===== config.mk =====
export PLATFORM = sky130hd
export DESIGN_NAME = led_pattern_counter
export DESIGN_NICKNAME = d
export VERILOG_FILES = /design/src/rtl/led_counter_pkg.sv /design/src/rtl/led_pattern_counter_tick_divider.sv /design/src/rtl/led_pattern_counter.sv
export SDC_FILE = /design/constraint.sdc
export NUM_CORES = 1
export LEC_CHECK = 0
export CELL_PAD_IN_SITES_DETAIL_PLACEMENT = 0
export CELL_PAD_IN_SITES_GLOBAL_PLACEMENT = 2
export CORE_MARGIN = 10
export CORE_UTILIZATION = 36
export DETAILED_ROUTE_END_ITERATION = 12
export HOLD_SLACK_MARGIN = 0.1
export PLACE_DENSITY_LB_ADDON = 0.1
export SLEW_MARGIN = 25
export SYNTH_ARGS = -nofsm -noshare
export SYNTH_HDL_FRONTEND = slang
export SYNTH_SLANG_ARGS = --single-unit
export TNS_END_PERCENT = 1

===== constraint.sdc =====
create_clock -name clk -period 6.1 [get_ports clk]
set_input_delay 1.525 -clock clk [delete_from_list [all_inputs] [get_ports clk]]
set_output_delay 1.525 -clock clk [all_outputs]
set_load 0.005 [all_outputs]

===== src/rtl/led_counter_pkg.sv =====
// +----------------------------------------------------------------------+
// | led_counter_pkg: display mode and bounce direction encodings         |
// | Rev 1.0                                                              |
// +----------------------------------------------------------------------+
`default_nettype none

package led_counter_pkg;

  localparam logic [1:0] MODE_UP     = 2'd0;
  localparam logic [1:0] MODE_DOWN   = 2'd1;
  localparam logic [1:0] MODE_GRAY   = 2'd2;
  localparam logic [1:0] MODE_BOUNCE = 2'd3;

  typedef enum logic {
    DIR_UP   = 1'b0,
    DIR_DOWN = 1'b1
  } dir_e;

endpackage

`default_nettype wire


===== src/rtl/led_pattern_counter_tick_divider.sv =====
// +----------------------------------------------------------------------+
// | tick_divider: run-gated prescaler, one tick per DIV running cycles   |
// | Rev 1.0                                                              |
// +----------------------------------------------------------------------+
`default_nettype none

module tick_divider #(
  parameter int DIV = 65536
) (
  input  logic clk,
  input  logic reset,
  input  logic run,
  output logic tick
);

  localparam int PRE_W = (DIV <= 1) ? 1 : $clog2(DIV);
  localparam logic [PRE_W-1:0] c_TERM = PRE_W'(DIV - 1);

  logic [PRE_W-1:0] r_pre;
  logic             w_at_term;

  // With DIV=1 the terminal count is 0, so every running cycle ticks.
  assign w_at_term = (r_pre == c_TERM);
  assign tick      = run & w_at_term;

  always_ff @(posedge clk) begin
    if (reset) begin
      r_pre <= '0;
    end else if (run) begin
      if (w_at_term) r_pre <= '0;
      else           r_pre <= r_pre + PRE_W'(1);
    end
  end

endmodule

`default_nettype wire


===== src/rtl/led_pattern_counter.sv =====
// +----------------------------------------------------------------------+
// | led_pattern_counter: prescaled LED pattern generator (up/down/gray/  |
// | bounce) with step, parallel load and wrap pulse.  Rev 1.0            |
// +----------------------------------------------------------------------+
`default_nettype none

module led_pattern_counter
  import led_counter_pkg::*;
#(
  parameter int LED_W = 8,
  parameter int DIV   = 65536
) (
  input  logic             clk,
  input  logic             reset,
  input  logic             run,
  input  logic             step,
  input  logic [1:0]       mode,
  input  logic             load,
  input  logic [LED_W-1:0] load_val,
  output logic [LED_W-1:0] led,
  output logic             wrap
);

  localparam int POS_W = $clog2(LED_W);
  localparam logic [POS_W-1:0] c_POS_MAX  = POS_W'(LED_W - 1);
  localparam logic [POS_W-1:0] c_POS_TURN = POS_W'(LED_W - 2);

  logic             w_tick;
  logic             w_adv;
  logic [LED_W-1:0] r_cnt,  w_cnt_nx;
  logic [POS_W-1:0] r_pos,  w_pos_nx;
  dir_e             r_dir,  w_dir_nx;
  logic [LED_W-1:0] w_led_nx;
  logic             w_wrap_nx;

  tick_divider #(.DIV(DIV)) u_tick_divider (
    .clk   (clk),
    .reset (reset),
    .run   (run),
    .tick  (w_tick)
  );

  assign w_adv = w_tick | step;

  always_comb begin
    w_cnt_nx  = r_cnt;
    w_pos_nx  = r_pos;
    w_dir_nx  = r_dir;
    w_wrap_nx = 1'b0;
    if (load) begin
      w_cnt_nx = load_val;
      w_pos_nx = '0;
      w_dir_nx = DIR_UP;
    end else if (w_adv) begin
      case (mode)
        MODE_UP, MODE_GRAY: begin
          w_cnt_nx  = r_cnt + LED_W'(1);
          w_wrap_nx = &r_cnt;
        end
        MODE_DOWN: begin
          w_cnt_nx  = r_cnt - LED_W'(1);
          w_wrap_nx = ~|r_cnt;
        end
        default: begin
          // Bounce reverses at either end, stepping straight to the neighbour.
          if (r_dir == DIR_UP) begin
            if (r_pos == c_POS_MAX) begin
              w_dir_nx  = DIR_DOWN;
              w_pos_nx  = c_POS_TURN;
              w_wrap_nx = 1'b1;
            end else begin
              w_pos_nx = r_pos + POS_W'(1);
            end
          end else begin
            if (r_pos == '0) begin
              w_dir_nx  = DIR_UP;
              w_pos_nx  = POS_W'(1);
              w_wrap_nx = 1'b1;
            end else begin
              w_pos_nx = r_pos - POS_W'(1);
            end
          end
        end
      endcase
    end
  end

  always_comb begin
    w_led_nx = w_cnt_nx;
    case (mode)
      MODE_GRAY:   w_led_nx = w_cnt_nx ^ (w_cnt_nx >> 1);
      MODE_BOUNCE: w_led_nx = LED_W'(1) << w_pos_nx;
      default:     w_led_nx = w_cnt_nx;
    endcase
  end

  always_ff @(posedge clk) begin
    if (reset) begin
      r_cnt <= '0;
      r_pos <= '0;
      r_dir <= DIR_UP;
      led   <= '0;
      wrap  <= 1'b0;
    end else begin
      r_cnt <= w_cnt_nx;
      r_pos <= w_pos_nx;
      r_dir <= w_dir_nx;
      led   <= w_led_nx;
      wrap  <= w_wrap_nx;
    end
  end

endmodule

`default_nettype wire


==> Word level (Yosys, flattened, before mapping) <==
Index checks and enable logic that the tools add are counted.
{ "op_classes": {"n_eq_ne": 5, "shifts": 1, "reduce_logical": 10, "n_mux": 17, "addsub": 5, "bitwise": 5} }
{ "op_table": {"columns": ["operator", "n"], "rows": [
  ["$pmux W8 S2", 2],
  ["$mux W3", 6],
  ["$add A16 B1 Y16 const B", 1],
  ["$eq A16 B16 Y1 const B", 1],
  ["$mux W16", 1],
  ["$mux W8", 2],
  ["$add A8 B1 Y8 const B", 1],
  ["$reduce_and A8 Y1", 1],
  ["$reduce_or A8 Y1", 1],
  ["$shl A1 B3 Y8 const A", 1],
  ["$sub A8 B1 Y8 const B", 1],
  ["$xor A8 B7 Y8", 1],
  ["$reduce_or A3 Y1", 2],
  ["$mux W1", 5],
  ["$eq A2 B2 Y1 const B", 2],
  ["$reduce_or A2 Y1", 2],
  ["$add A3 B1 Y3 const B", 1],
  ["$eq A3 B3 Y1 const B", 1],
  ["$logic_not A3 Y1", 1],
  ["$sub A3 B1 Y3 const B", 1],
  ["$eq A2 B1 Y1 const B", 1],
  ["$logic_not A2 Y1", 1],
  ["$not A1 Y1", 2],
  ["$pmux W1 S2", 1],
  ["4 further kinds", 4]
]} }
{ "totals": {"register_bits": 37, "word_cells": 49, "in_bits": 15, "out_inout_bits": 9} }

==> Depth between registers and ports, before layout <==
{ "logic_depth": {"depth_word": 8, "depth_mapped": 12, "mapped_depth_nobuf": 11} }

==> Modules after synthesis <==
Synthesis repeated with hierarchy kept, for this count alone.
{ "unflattened": {"hier_cells": 310, "hier_area_um2": 2477.4} }
{ "modules_own_cells": {"columns": ["mod", "area_per_inst_um2", "seq_area_each_um2", "cells_per_inst", "instances"], "rows": [
  ["led_pattern_counter", 1685.4, 420.4, 229, 1],
  ["tick_divider", 792.0, 320.3, 81, 1]
]} }

==> Worst setup path after synthesis <==
No wires, ideal clock.
{ "synth_path": {"path_type": "input to register", "start": "input port mode[1]", "end": "register led[5]", "path_slack_ns": 2.041, "required_ns": 5.962, "t_arrival_ns": 3.921, "path_buffers": 1, "path_stages": 12, "setup_ns": 0.138, "cell_sequence": "nand2b_1 > clkbuf_1 > clkinv_1 > xnor2_1 > ha_1 > or3_1 > o22ai_1 > mux2_2 > o32a_1 > mux2i_1 > or4_1 > o221ai_1"} }
{ "synth_between": {"elab_chain_cells": 7, "elab_cells_between_ends": 15, "classes_between": "eq/ne (3); shift (1); mux (7); bitwise (1); reduce/logical (3)"} }
{ "synth_lines": {"columns": ["element", "line_no", "source"], "rows": [
  ["start, declared", "led_pattern_counter.sv:17", "input logic [1:0] mode,"],
  ["$eq A2 B2 Y1, or another cell as far along", "led_pattern_counter.sv:55, led_pattern_counter.sv:90", null],
  ["$reduce_or A2 Y1 / $reduce_or A3 Y1 (equally long branches)", null, null],
  ["$pmux W8 S2 / $mux W3 (equally long branches)", "led_pattern_counter.sv:55", "case (mode)"],
  ["$mux W8 / $mux W3 (equally long branches)", "led_pattern_counter.sv:54", "end else if (w_adv) begin"],
  ["$mux W8 / $mux W3 (equally long branches)", "led_pattern_counter.sv:50", "if (load) begin"],
  ["$xor A8 B7 Y8 / $shl A1 B3 Y8 (equally long branches)", "led_pattern_counter.sv:91, led_pattern_counter.sv:92", null],
  ["$pmux W8 S2 *", "led_pattern_counter.sv:90", "case (mode)"],
  ["end signal, assigned", "led_pattern_counter.sv:108", "led <= w_led_nx;"],
  ["end, declared", "led_pattern_counter.sv:20", "output logic [LED_W-1:0] led,"]
]} }
Every way passes the cells marked *; elsewhere a longest branch is shown, timed or not.
A chain may end at the register's enable or synchronous reset.

==> Worst setup path in the final report <==
Same ends and word-level chain as after synthesis.

==> run summary <==
The run finished with clean final reports. The largest net degree at the start of global routing is 31. The maximum resistive drop on vdd came out at 0.0989 mV. The die covers 10100 um^2. The finished layout holds 386 standard cells, fillers aside. The total non-filler cell area in the finished layout came out at 2740 um^2. Wires add up to 6630 um. After synthesis the netlist holds a flip-flop and latch count of 37. The maximum clock frequency is 209 MHz. The worst clock skew came out at 0.00570 ns. The pre-antenna-repair detailed-routing pass consisted of 4 iterations. The period utilization is 78.5%.

The sum of overflow across all layers after global routing is 0. After synthesis, the share of flip-flops with an asynchronous set or reset is 0%. The setup TNS came out at 0 ns. The average wire per cell in the routed design came out at 17.2 um. The number of I/O pins came out at 24.

The maximum count of clock buffers along a single path is 2. The number of antenna violations at the first check in global routing is 0. The worst setup path is captured at a register.

The synthesized design spends more area on one cell type than any other, namely sky130_fd_sc_hd__dfxtp_1. The largest fanout on the critical path came out at 11. Clock-pin slew was measured on the worst setup and hold paths at 0.08 ns. The proportion of synthesized chip area in sequential cells is 31.6%. The clock latency on the worst-skew pair came out at 0.29 ns.

The number of buffers inserted by post-CTS setup repair came out at 0. Among all flip-flop cells after synthesis, the most frequent one is sky130_fd_sc_hd__dfxtp_1. The area added between synthesis and finish is 16.8%. The average instance in the mapped netlist occupies 8.03 um^2. The aggregate global-route resource usage is 13.7%. The die span in x came out at 101 um. The clock root buffer master is sky130_fd_sc_hd__clkbuf_8. The number of buffers added by the clock tree synthesis step came out at 5. The max-slew violation count is 0. The number of H-tree levels came out at 2.

The HPWL reported at the end of detailed placement is 4710 um. Buffers placed on the I/O ports in this run total 23. The post-route netlist has 6.80% of its cells at a drive strength greater than 1. Summing over every cut layer, the via total after detailed routing is 2201.

When the netlist entered floorplanning its net count stood at 313. The number of hold-repair buffers added at the cts stage is 0. The number of enable flip-flop cells after synthesis is 0. The count of distinct cell types in the synthesized netlist is 57. The number of fillers in the final layout came out at 632. In the layout the commonest cells are sky130_fd_sc_hd__dfxtp_1, sky130_fd_sc_hd__nor2_1, sky130_fd_sc_hd__clkdlybuf4s50_1, sky130_fd_sc_hd__nand2_1, sky130_fd_sc_hd__nand3_1. The total power per unit cell area is 217 nW/um^2. The remaining max-slew budget at the tightest pin came out at 47.8%.

The number of max-cap violations is 0. Together, buffers and inverters on the worst path number 2. Setup violations remaining at the end of the flow were counted as 0. The count of routing violations after the opening detailed-route iteration came out at 157. The core footprint is 6350 um^2.

The number of remaining DRC errors is 0. The clock tree from TritonCTS is yes. In this design, the largest share of critical-path delay is due to buffers and inverters. Setup repair after global routing left no endpoint under its margin. The number of global-route vias before repair was 2190.

The cell count after placement came out at 378. The critical path launch point type is a primary input. The maximum single-stage delay on the critical path came out at 0.72 ns. Walking the worst path, the cells encountered are clkdlybuf4s50_1 > nand2b_1 > clkinv_1 > xnor2_1 > ha_1 > or3_1 > o22ai_1 > mux2_2 > o32a_1 > mux2i_1 > or4_1 > o221ai_1. Counting every sink on the clock net gives 37. The setup path with the least slack is of type primary input to register. The placement-stage worst setup slack is 1.04 ns. The post-synthesis instance area came out at 2340 um^2. The diode insertion count for antenna repair is 0. The multi-input gate area in the final layout is 1490 um^2. The tightest min-delay check is of the register to register type. The final hold violation count came out at 0. The number of nets with antenna violations after routing came out at 0. The leakage power of the design is 0.975 nW. At the worst endpoint, the arrival time is 4.95 ns. The site row count is 29. In the final design database the tool counted 329 nets. The first-pass GRT wire length is 11300 um. The cell count after synthesis came out at 292. The post-cts repair resize count came out at 0. The post-route minimum period is 4.79 ns. At the pin with the least slew margin, the transition time is 0.771 ns. The total placed instance area is 2620 um^2.

Dividing the detail-routed via count by the number of cells gives 5.70. Summed over its instances, the top area cell type makes up 31.6% of the synthesized netlist area. During synthesis, Yosys emitted a total of 0 warnings. Sorting the synthesized cells by area gives the leading types as sky130_fd_sc_hd__dfxtp_1, sky130_fd_sc_hd__nor2_1, sky130_fd_sc_hd__xor2_1. The fraction of the core area covered by cells at the end of the flow came out at 43.1%. Data on the critical path is required at its endpoint by 6.26 ns. The floorplan step set the die height to 101 um. The initial core utilization came out at 36.9%. The placer's final routability congestion estimate came out at 0.837. Leaving out fill and tap cells, the most frequent cell in the layout is sky130_fd_sc_hd__dfxtp_1. The final critical-path setup slack is 1.31 ns. The slowest stage of the critical path belongs to the cell sky130_fd_sc_hd__clkdlybuf4s50_1. The sequential cells in the finished layout cover a total of 741 um^2.
-- synthesized netlist by cell type (2+ instances only) --
library cell / instances
sky130_fd_sc_hd__clkbuf_1: 13
sky130_fd_sc_hd__o221ai_1: 3
sky130_fd_sc_hd__dfxtp_1: 37
sky130_fd_sc_hd__nand2b_1: 5
sky130_fd_sc_hd__a21oi_1: 9
sky130_fd_sc_hd__nand4_1: 12
sky130_fd_sc_hd__o211ai_1: 2
sky130_fd_sc_hd__nor3_1: 16
sky130_fd_sc_hd__buf_2: 3
sky130_fd_sc_hd__ha_1: 6
sky130_fd_sc_hd__xnor2_1: 5
sky130_fd_sc_hd__mux2i_1: 5
sky130_fd_sc_hd__nor4_1: 3
sky130_fd_sc_hd__o22ai_1: 2
sky130_fd_sc_hd__o21ai_0: 6
sky130_fd_sc_hd__and2_1: 2
sky130_fd_sc_hd__o31a_1: 2
sky130_fd_sc_hd__and3_1: 7
sky130_fd_sc_hd__inv_1: 8
sky130_fd_sc_hd__or3_1: 5
sky130_fd_sc_hd__xor2_1: 11
sky130_fd_sc_hd__nor2b_1: 2
sky130_fd_sc_hd__nand3_1: 19
sky130_fd_sc_hd__or4_1: 3
sky130_fd_sc_hd__o311ai_0: 2
sky130_fd_sc_hd__mux2_2: 4
sky130_fd_sc_hd__a31oi_1: 7
sky130_fd_sc_hd__and4_1: 3
sky130_fd_sc_hd__clkinv_1: 2
sky130_fd_sc_hd__o2111ai_1: 3
sky130_fd_sc_hd__nand2_1: 19
sky130_fd_sc_hd__nor2_1: 33
sky130_fd_sc_hd__a2bb2oi_1: 5
sky130_fd_sc_hd__o32a_1: 3
sky130_fd_sc_hd__o22a_1: 3
-- registers in the layout, summed over array words and instances (netlist names) --
register / count
r_cnt: 8
r_dir: 1
led: 8
wrap: 1
u_tick_divider.r_pre: 16
r_pos: 3
-- through the flow --
stage | total power [W] | hold slack [ns]
4_1_cts | 0.000602 | 0.513
5_1_grt | 0.000628 | 0.540
3_3_place_gp | 0.000377 | 0.486
3_5_place_dp | 0.000374 | 0.499
2_1_floorplan | 0.000335 | 0.466
6_report | 0.000594 | 0.505
-- path summary, 6_finish.rpt --
check,from,endpoint,slack (ns),cells past startpoint
worst min-delay path,u_tick_divider.r_pre[1]$_SDFFE_PP0P_,u_tick_divider.r_pre[1]$_SDFFE_PP0P_,0.51,2
worst max-delay path,mode[1],led[5]$_SDFF_PP0_,1.31,12
worst max register to register,u_tick_divider.r_pre[0]$_SDFFE_PP0P_,led[0]$_SDFF_PP0_,3.05,8
worst min register to register,u_tick_divider.r_pre[1]$_SDFFE_PP0P_,u_tick_divider.r_pre[1]$_SDFFE_PP0P_,0.51,2
-- power by group --
group          internal, W  switching [W]
logic            0.0000497      0.0000574
clock network     0.000133      0.0000912
registers         0.000252      0.0000109
total             0.000435       0.000160
-- cell families (layout without fill, tap and decap cells) --
logic type	count (synthesis)	in the layout	synth area share [%]
and+or+nand+nor	137	137	30.6
muxes	9	9	4.06
adders and majority gates	6	6	3.20
xor gates and xnor gates	16	16	5.98
AOI/OAI and AO/OA	60	60	19.8
DFF	37	37	31.6
buffers and inverters	27	44	4.81
-- worst reg2reg max path, delay by kind of cell (launching register included) --
family / cells / cell delay (ns)
and+or+nand+nor: 3 / 1.23
AOI/OAI and AO/OA: 3 / 0.63
muxes: 1 / 0.46
DFF: 1 / 0.37
adders and majority gates: 1 / 0.22
-- cell type report --
type                    count  area share [%]
multi-input cells         228            54.4
clock inverters             2            1.37
repair buffers             26            9.23
clock buffers               6            3.02
well taps                  77            3.52
flip-flops and latches     37            27.1
inverters                  10            1.37
-- metal layers --
metal / vias up / GRT usage [%] / share of wire, %
met5: - / 0 / 0
met4: 0 / 4.57 / 1.3
met3: 8 / 4.25 / 5.4
met2: 44 / 19.1 / 43
met1: 1025 / 19.3 / 51
li1: 1124 / - / -
Note: power is estimated with default switching activity, not from simulation.
==> RTL change 1, RTL diff (config.mk and constraints unchanged) <==
Register the inputs `run`, `step`, `mode`, `load` and `load_val` before use, without a reset. The logic sees them one clock later. Comments in the files are not updated.
--- a/src/rtl/led_pattern_counter.sv
+++ b/src/rtl/led_pattern_counter.sv
@@ -26,4 +26,18 @@
   localparam logic [POS_W-1:0] c_POS_TURN = POS_W'(LED_W - 2);
 
+  logic run_q;
+  logic step_q;
+  logic [1:0] mode_q;
+  logic load_q;
+  logic [LED_W-1:0] load_val_q;
+
+  always_ff @(posedge clk) begin
+    run_q      <= run;
+    step_q     <= step;
+    mode_q     <= mode;
+    load_q     <= load;
+    load_val_q <= load_val;
+  end
+
   logic             w_tick;
   logic             w_adv;
@@ -37,9 +51,9 @@
     .clk   (clk),
     .reset (reset),
-    .run   (run),
+    .run   (run_q),
     .tick  (w_tick)
   );
 
-  assign w_adv = w_tick | step;
+  assign w_adv = w_tick | step_q;
 
   always_comb begin
@@ -48,10 +62,10 @@
     w_dir_nx  = r_dir;
     w_wrap_nx = 1'b0;
-    if (load) begin
-      w_cnt_nx = load_val;
+    if (load_q) begin
+      w_cnt_nx = load_val_q;
       w_pos_nx = '0;
       w_dir_nx = DIR_UP;
     end else if (w_adv) begin
-      case (mode)
+      case (mode_q)
         MODE_UP, MODE_GRAY: begin
           w_cnt_nx  = r_cnt + LED_W'(1);
@@ -88,5 +102,5 @@
   always_comb begin
     w_led_nx = w_cnt_nx;
-    case (mode)
+    case (mode_q)
       MODE_GRAY:   w_led_nx = w_cnt_nx ^ (w_cnt_nx >> 1);
       MODE_BOUNCE: w_led_nx = LED_W'(1) << w_pos_nx;
Behaviour: not the same (a bounded check fails within 4 cycles, from zero or initial values and one cycle with reset high).
==> RTL change 1 against the original RTL <==
- wire length up 5.1%
- cell area up 13%
- count of clock-buffer cells in the layout unchanged
- total power up 16%
- synthesized area up 16%
- sequential cell count up 13
- clock skew up 0.0025 ns
- fmax up 60%
- worst setup slack better by 1.8 ns
- largest power group unchanged
==> RTL change 1: results (changes against the original RTL) <==
stage,metric,value,unit,change
run_status,status,"finished, final reports clean",,
min_path,min_to,r_cnt[7]$_SDFF_PP0_,,
setup_path,r2r_slack,3.11,ns,+0.06 ns
power,p_leak,1.09,nW,+11%
power,power_frac_comb,14.1,%,-3.9 points
finish,fin_util,42.6,%,-0.51 points
synthesis,synth_fp_nets,341,,+8.9%
drt,drtIter0Drc,161,,+2.5%
placement,dp_cells,427,,+13%
power,power_switching,0.179,mW,+12%
synthesis,yosys-top-cells-area,"dfxtp_1 (37%), nor2_1 (5.8%), nand2_1 (3.9%)",,
setup_path,crit_end,led[4]$_SDFF_PP0_,,
placement,gp_congestion,0.794,,-5.2%
global_routing,grt_pass1_vias,2191,,+0.046%
sta,fin_skew,0.00822,ns,+0.00252 ns
global_routing,grt_usage,11.8,%,-2.0 points
finish,nets,356,,+8.2%
drt,wl_met3,267,µm,-25%
global_routing,grtUsageMet3,2.40,%,-1.9 points
drt,wl,6970,µm,+5.1%
setup_path,crit_arrival,3.18,ns,-1.77 ns
setup_path,cp_max_fo,15,,+4
synthesis,syn_area_per_cell,8.52,µm²,+6.2%
synthesis,synthMuxAreaShare,2.29,%,-1.8 points
placement,dp_slack,2.89,ns,+1.85 ns
sta,fmax,0.335,GHz,+60%
placement,dp_hpwl,5090,µm,+8.2%
power,pg_clk,0.237,mW,+6%
synthesis,synthAdderAreaFrac,3.12,%,-0.083 points
drt,met1Wirelength,3410,µm,+1.2%
setup_path,r2r_start,mode_q[0]$_DFF_P_,,
global_routing,globalRouteMet2Util,18.5,%,-0.57 points
drt,vias,2405,,+9.3%
global_routing,grtUsageMet1,15.9,%,-3.4 points
synthesis,seq_area_frac_synth,36.7,%,+5.1 points
sta,tightest_slew,0.789,ns,+0.0180 ns
placement,place_area,0.00300,mm²,+14%
synthesis,synth_xor_xnor_area_share,5.14,%,-0.84 points
synthesis,synth_compound_area_share,19.5,%,-0.30 points
setup_path,path_class,flip-flop to flip-flop,,
setup_path,r2r_cells,9,,+1
global_routing,grt_max_degree,29,,-6.5%
[RTL change 1: logic make-up after synthesis]
| family | Yosys count |
|---|---|
| adders and majority gates | 7 |
| muxes | 6 |
| DFF | 50 |
| xor gates and xnor gates | 16 |
| and+or+nand+nor | 147 |
| AOI/OAI and AO/OA | 68 |
| buffers and inverters | 26 |
[RTL change 1: critical path, cell delays in order (launching register included)]
cell and delay [ns]:
dfxtp_1 0.61, nand2b_1 0.32, xnor2_1 0.21, ha_1 0.25, or3_4 0.41, a32o_1 0.26, a211oi_2 0.43, nor2_1 0.09
a41oi_1 0.19, a21oi_1 0.09
[RTL change 1: area by class of cell]
| class | instances | share of cell area (%) |
|---|---|---|
| Clock buffer | 6 | 2.34 |
| Multi-Input combinational cell | 244 | 51.3 |
| Tap cell | 99 | 3.99 |
| Sequential cell | 50 | 32.2 |
| Inverter | 9 | 1.09 |
| Timing Repair Buffer | 25 | 7.89 |
| Clock inverter | 2 | 1.21 |
==> RTL change 2, RTL diff (same flow settings) <==
Without the edit above. Change the parameter `LED_W` from 8 to 16.
--- a/src/rtl/led_pattern_counter.sv
+++ b/src/rtl/led_pattern_counter.sv
@@ -8,5 +8,5 @@
   import led_counter_pkg::*;
 #(
-  parameter int LED_W = 8,
+  parameter int LED_W = 16,
   parameter int DIV   = 65536
 ) (
Ports: changed (resized led and load_val); port bits go from 24 to 40. No check against the original RTL was run, so the function may have changed too.
==> RTL change 2 against the original RTL <==
- cell count rose by 59%
- total power is 39% higher
- first-iteration DRC count increased by 110%
- cell area up 53%
- wire length increased by 70%
- synthesized area up 53%
- combinational power up 75%
- worst setup slack better by 0.065 ns
- die area grew 42%
- sequential cell count is 17 higher
- critical path type unchanged
- largest cell class unchanged
==> RTL change 2: results (changes against the original RTL) <==
stage,metric,value,unit,change
finish,reg_top3,"led: 16 flops, r_cnt: 16 flops, u_tick_divider.r_pre: 16 flops",,
placement,io_buffers,39,,+70%
cts,clock_latency,0.31,ns,+0.02 ns
drt,firstDrtPassIters,4,,unchanged
synthesis,synth_common_cells,"nor2_1 (69), dfxtp_1 (54), nand2_1 (32), a21oi_1 (23), nand3_1 (20)",,
cts,cts_made_buffers,5,,unchanged
global_routing,grt_max_degree,38,,+23%
global_routing,grt_pass1_wl,18300,µm,+62%
cts,cts_buffer_depth,2,,unchanged
synthesis,seq_area_frac_synth,30.2,%,-1.4 points
placement,gp_congestion,0.838,,+0.12%
min_path,hold_path_class,flip-flop to flip-flop,,
drt,drtIter0Drc,331,,+110%
synthesis,synth.distinct_cells,69,,+21%
power,vdd_ir_drop_max,0.0000923,V,-6.7%
finish,nets,509,,+55%
synthesis,yosys-top-cells-area,"dfxtp_1 (30%), nor2_1 (7.2%), mux2i_1 (4.2%)",,
finish,diodes,0,,unchanged
placement,dp_hpwl,8240,µm,+75%
cts,cts_setup_buffers,0,,unchanged
sta,timing.slew.headroom,32.6,%,-15 points
drt,viasPerCell,5.59,,-1.9%
drt,wl,11200,µm,+70%
setup_path,crit_arrival,4.96,ns,about the same
drt,vias,3434,,+56%
cts,clk_pin_slew,0.10,ns,+0.02 ns
power,p_leak,1.51,nW,+55%
finish,drive_gt1_share,8.73,%,+1.9 points
synthesis,yosys_warnings,0,,unchanged
sta,fin_skew,0.00730,ns,+0.00160 ns
setup_path,cp_max_fo,13,,+2
synthesis,synthCells,452,,+55%
global_routing,antenna_found_initial,0,,unchanged
global_routing,grt_usage,15.6,%,+1.8 points
synthesis,synth_fp_nets,481,,+54%
run_status,status,"finished, final reports clean",,
cts,h-tree-depth,2,,unchanged
==> RTL change 2: layout make-up <==
| class | instances | area, µm² |
|---|---|---|
| clock buffers | 5 | 68.8 |
| clock inverters | 3 | 40.0 |
| inverters | 13 | 48.8 |
| fillers | 1031 | 5540 |
| flip-flops and latches | 54 | 1080 |
| well taps | 133 | 166 |
| multi-input cells | 360 | 2340 |
| repair buffers | 46 | 443 |
==> RTL change 2: cell families (layout without fill, tap and decap cells) <==
family / after synthesis / after routing / synth area share, %
AO/OA/AOI/OAI: 92 / 92 / 18.9
XOR/XNOR: 25 / 25 / 6.53
adder cells (fa/ha/maj): 6 / 6 / 2.09
buffers and inverters: 38 / 67 / 4.61
flip-flops: 54 / 54 / 30.2
multiplexers: 18 / 18 / 5.13
AND/OR/NAND/NOR: 219 / 219 / 32.6
==> RTL change 2: final timing paths <==
kind,from,endpoint,slack (ns),depth (start not counted)
setup / recovery,mode[0],led[8]$_SDFF_PP0_,1.37,12
hold / removal,u_tick_divider.r_pre[1]$_SDFFE_PP0P_,u_tick_divider.r_pre[1]$_SDFFE_PP0P_,0.51,2
setup reg to reg,u_tick_divider.r_pre[1]$_SDFFE_PP0P_,led[1]$_SDFF_PP0_,2.88,8
hold reg to reg,u_tick_divider.r_pre[1]$_SDFFE_PP0P_,u_tick_divider.r_pre[1]$_SDFFE_PP0P_,0.51,2
==> RTL change 2: where the power goes <==
| group | internal, mW | leakage (nW) | switching (mW) | total, mW |
|---|---|---|---|---|
| clock network | 0.121 | 0.0579 | 0.127 | 0.249 |
| registers | 0.371 | 0.442 | 0.0197 | 0.390 |
| logic | 0.0870 | 1.01 | 0.100 | 0.187 |
==> RTL change 2: layer usage <==
layer	track usage, %	share of wire [%]	up-vias
met4	5.51	1.2	0
met3	2.20	3.9	8
li1	-	-	1720
met2	24.5	46	74
met5	0	0	-
met1	21.2	49	1632
==> RTL change 2: worst max-delay path, stage by stage <==
cell and delay (ns):
clkdlybuf4s50_1 0.46, buf_4 0.21, nand2b_1 0.27, xnor2_1 0.22, ha_1 0.27, or3b_2 0.52
nor4_1 0.19, o221ai_1 0.18, xnor2_1 0.18, mux2i_1 0.37, or3b_1 0.40, a31oi_1 0.17
==> RTL change 2: metrics by stage <==
stage                     area, µm²  setup slack (ns)  hold slack [ns]
after global routing           4190              1.12            0.554
final                          4190              1.37            0.507
after global placement         4080              1.19            0.491
after floorplan                3580              1.80            0.466
after CTS                      4190              1.39            0.510
after detailed placement       4080              1.09            0.493
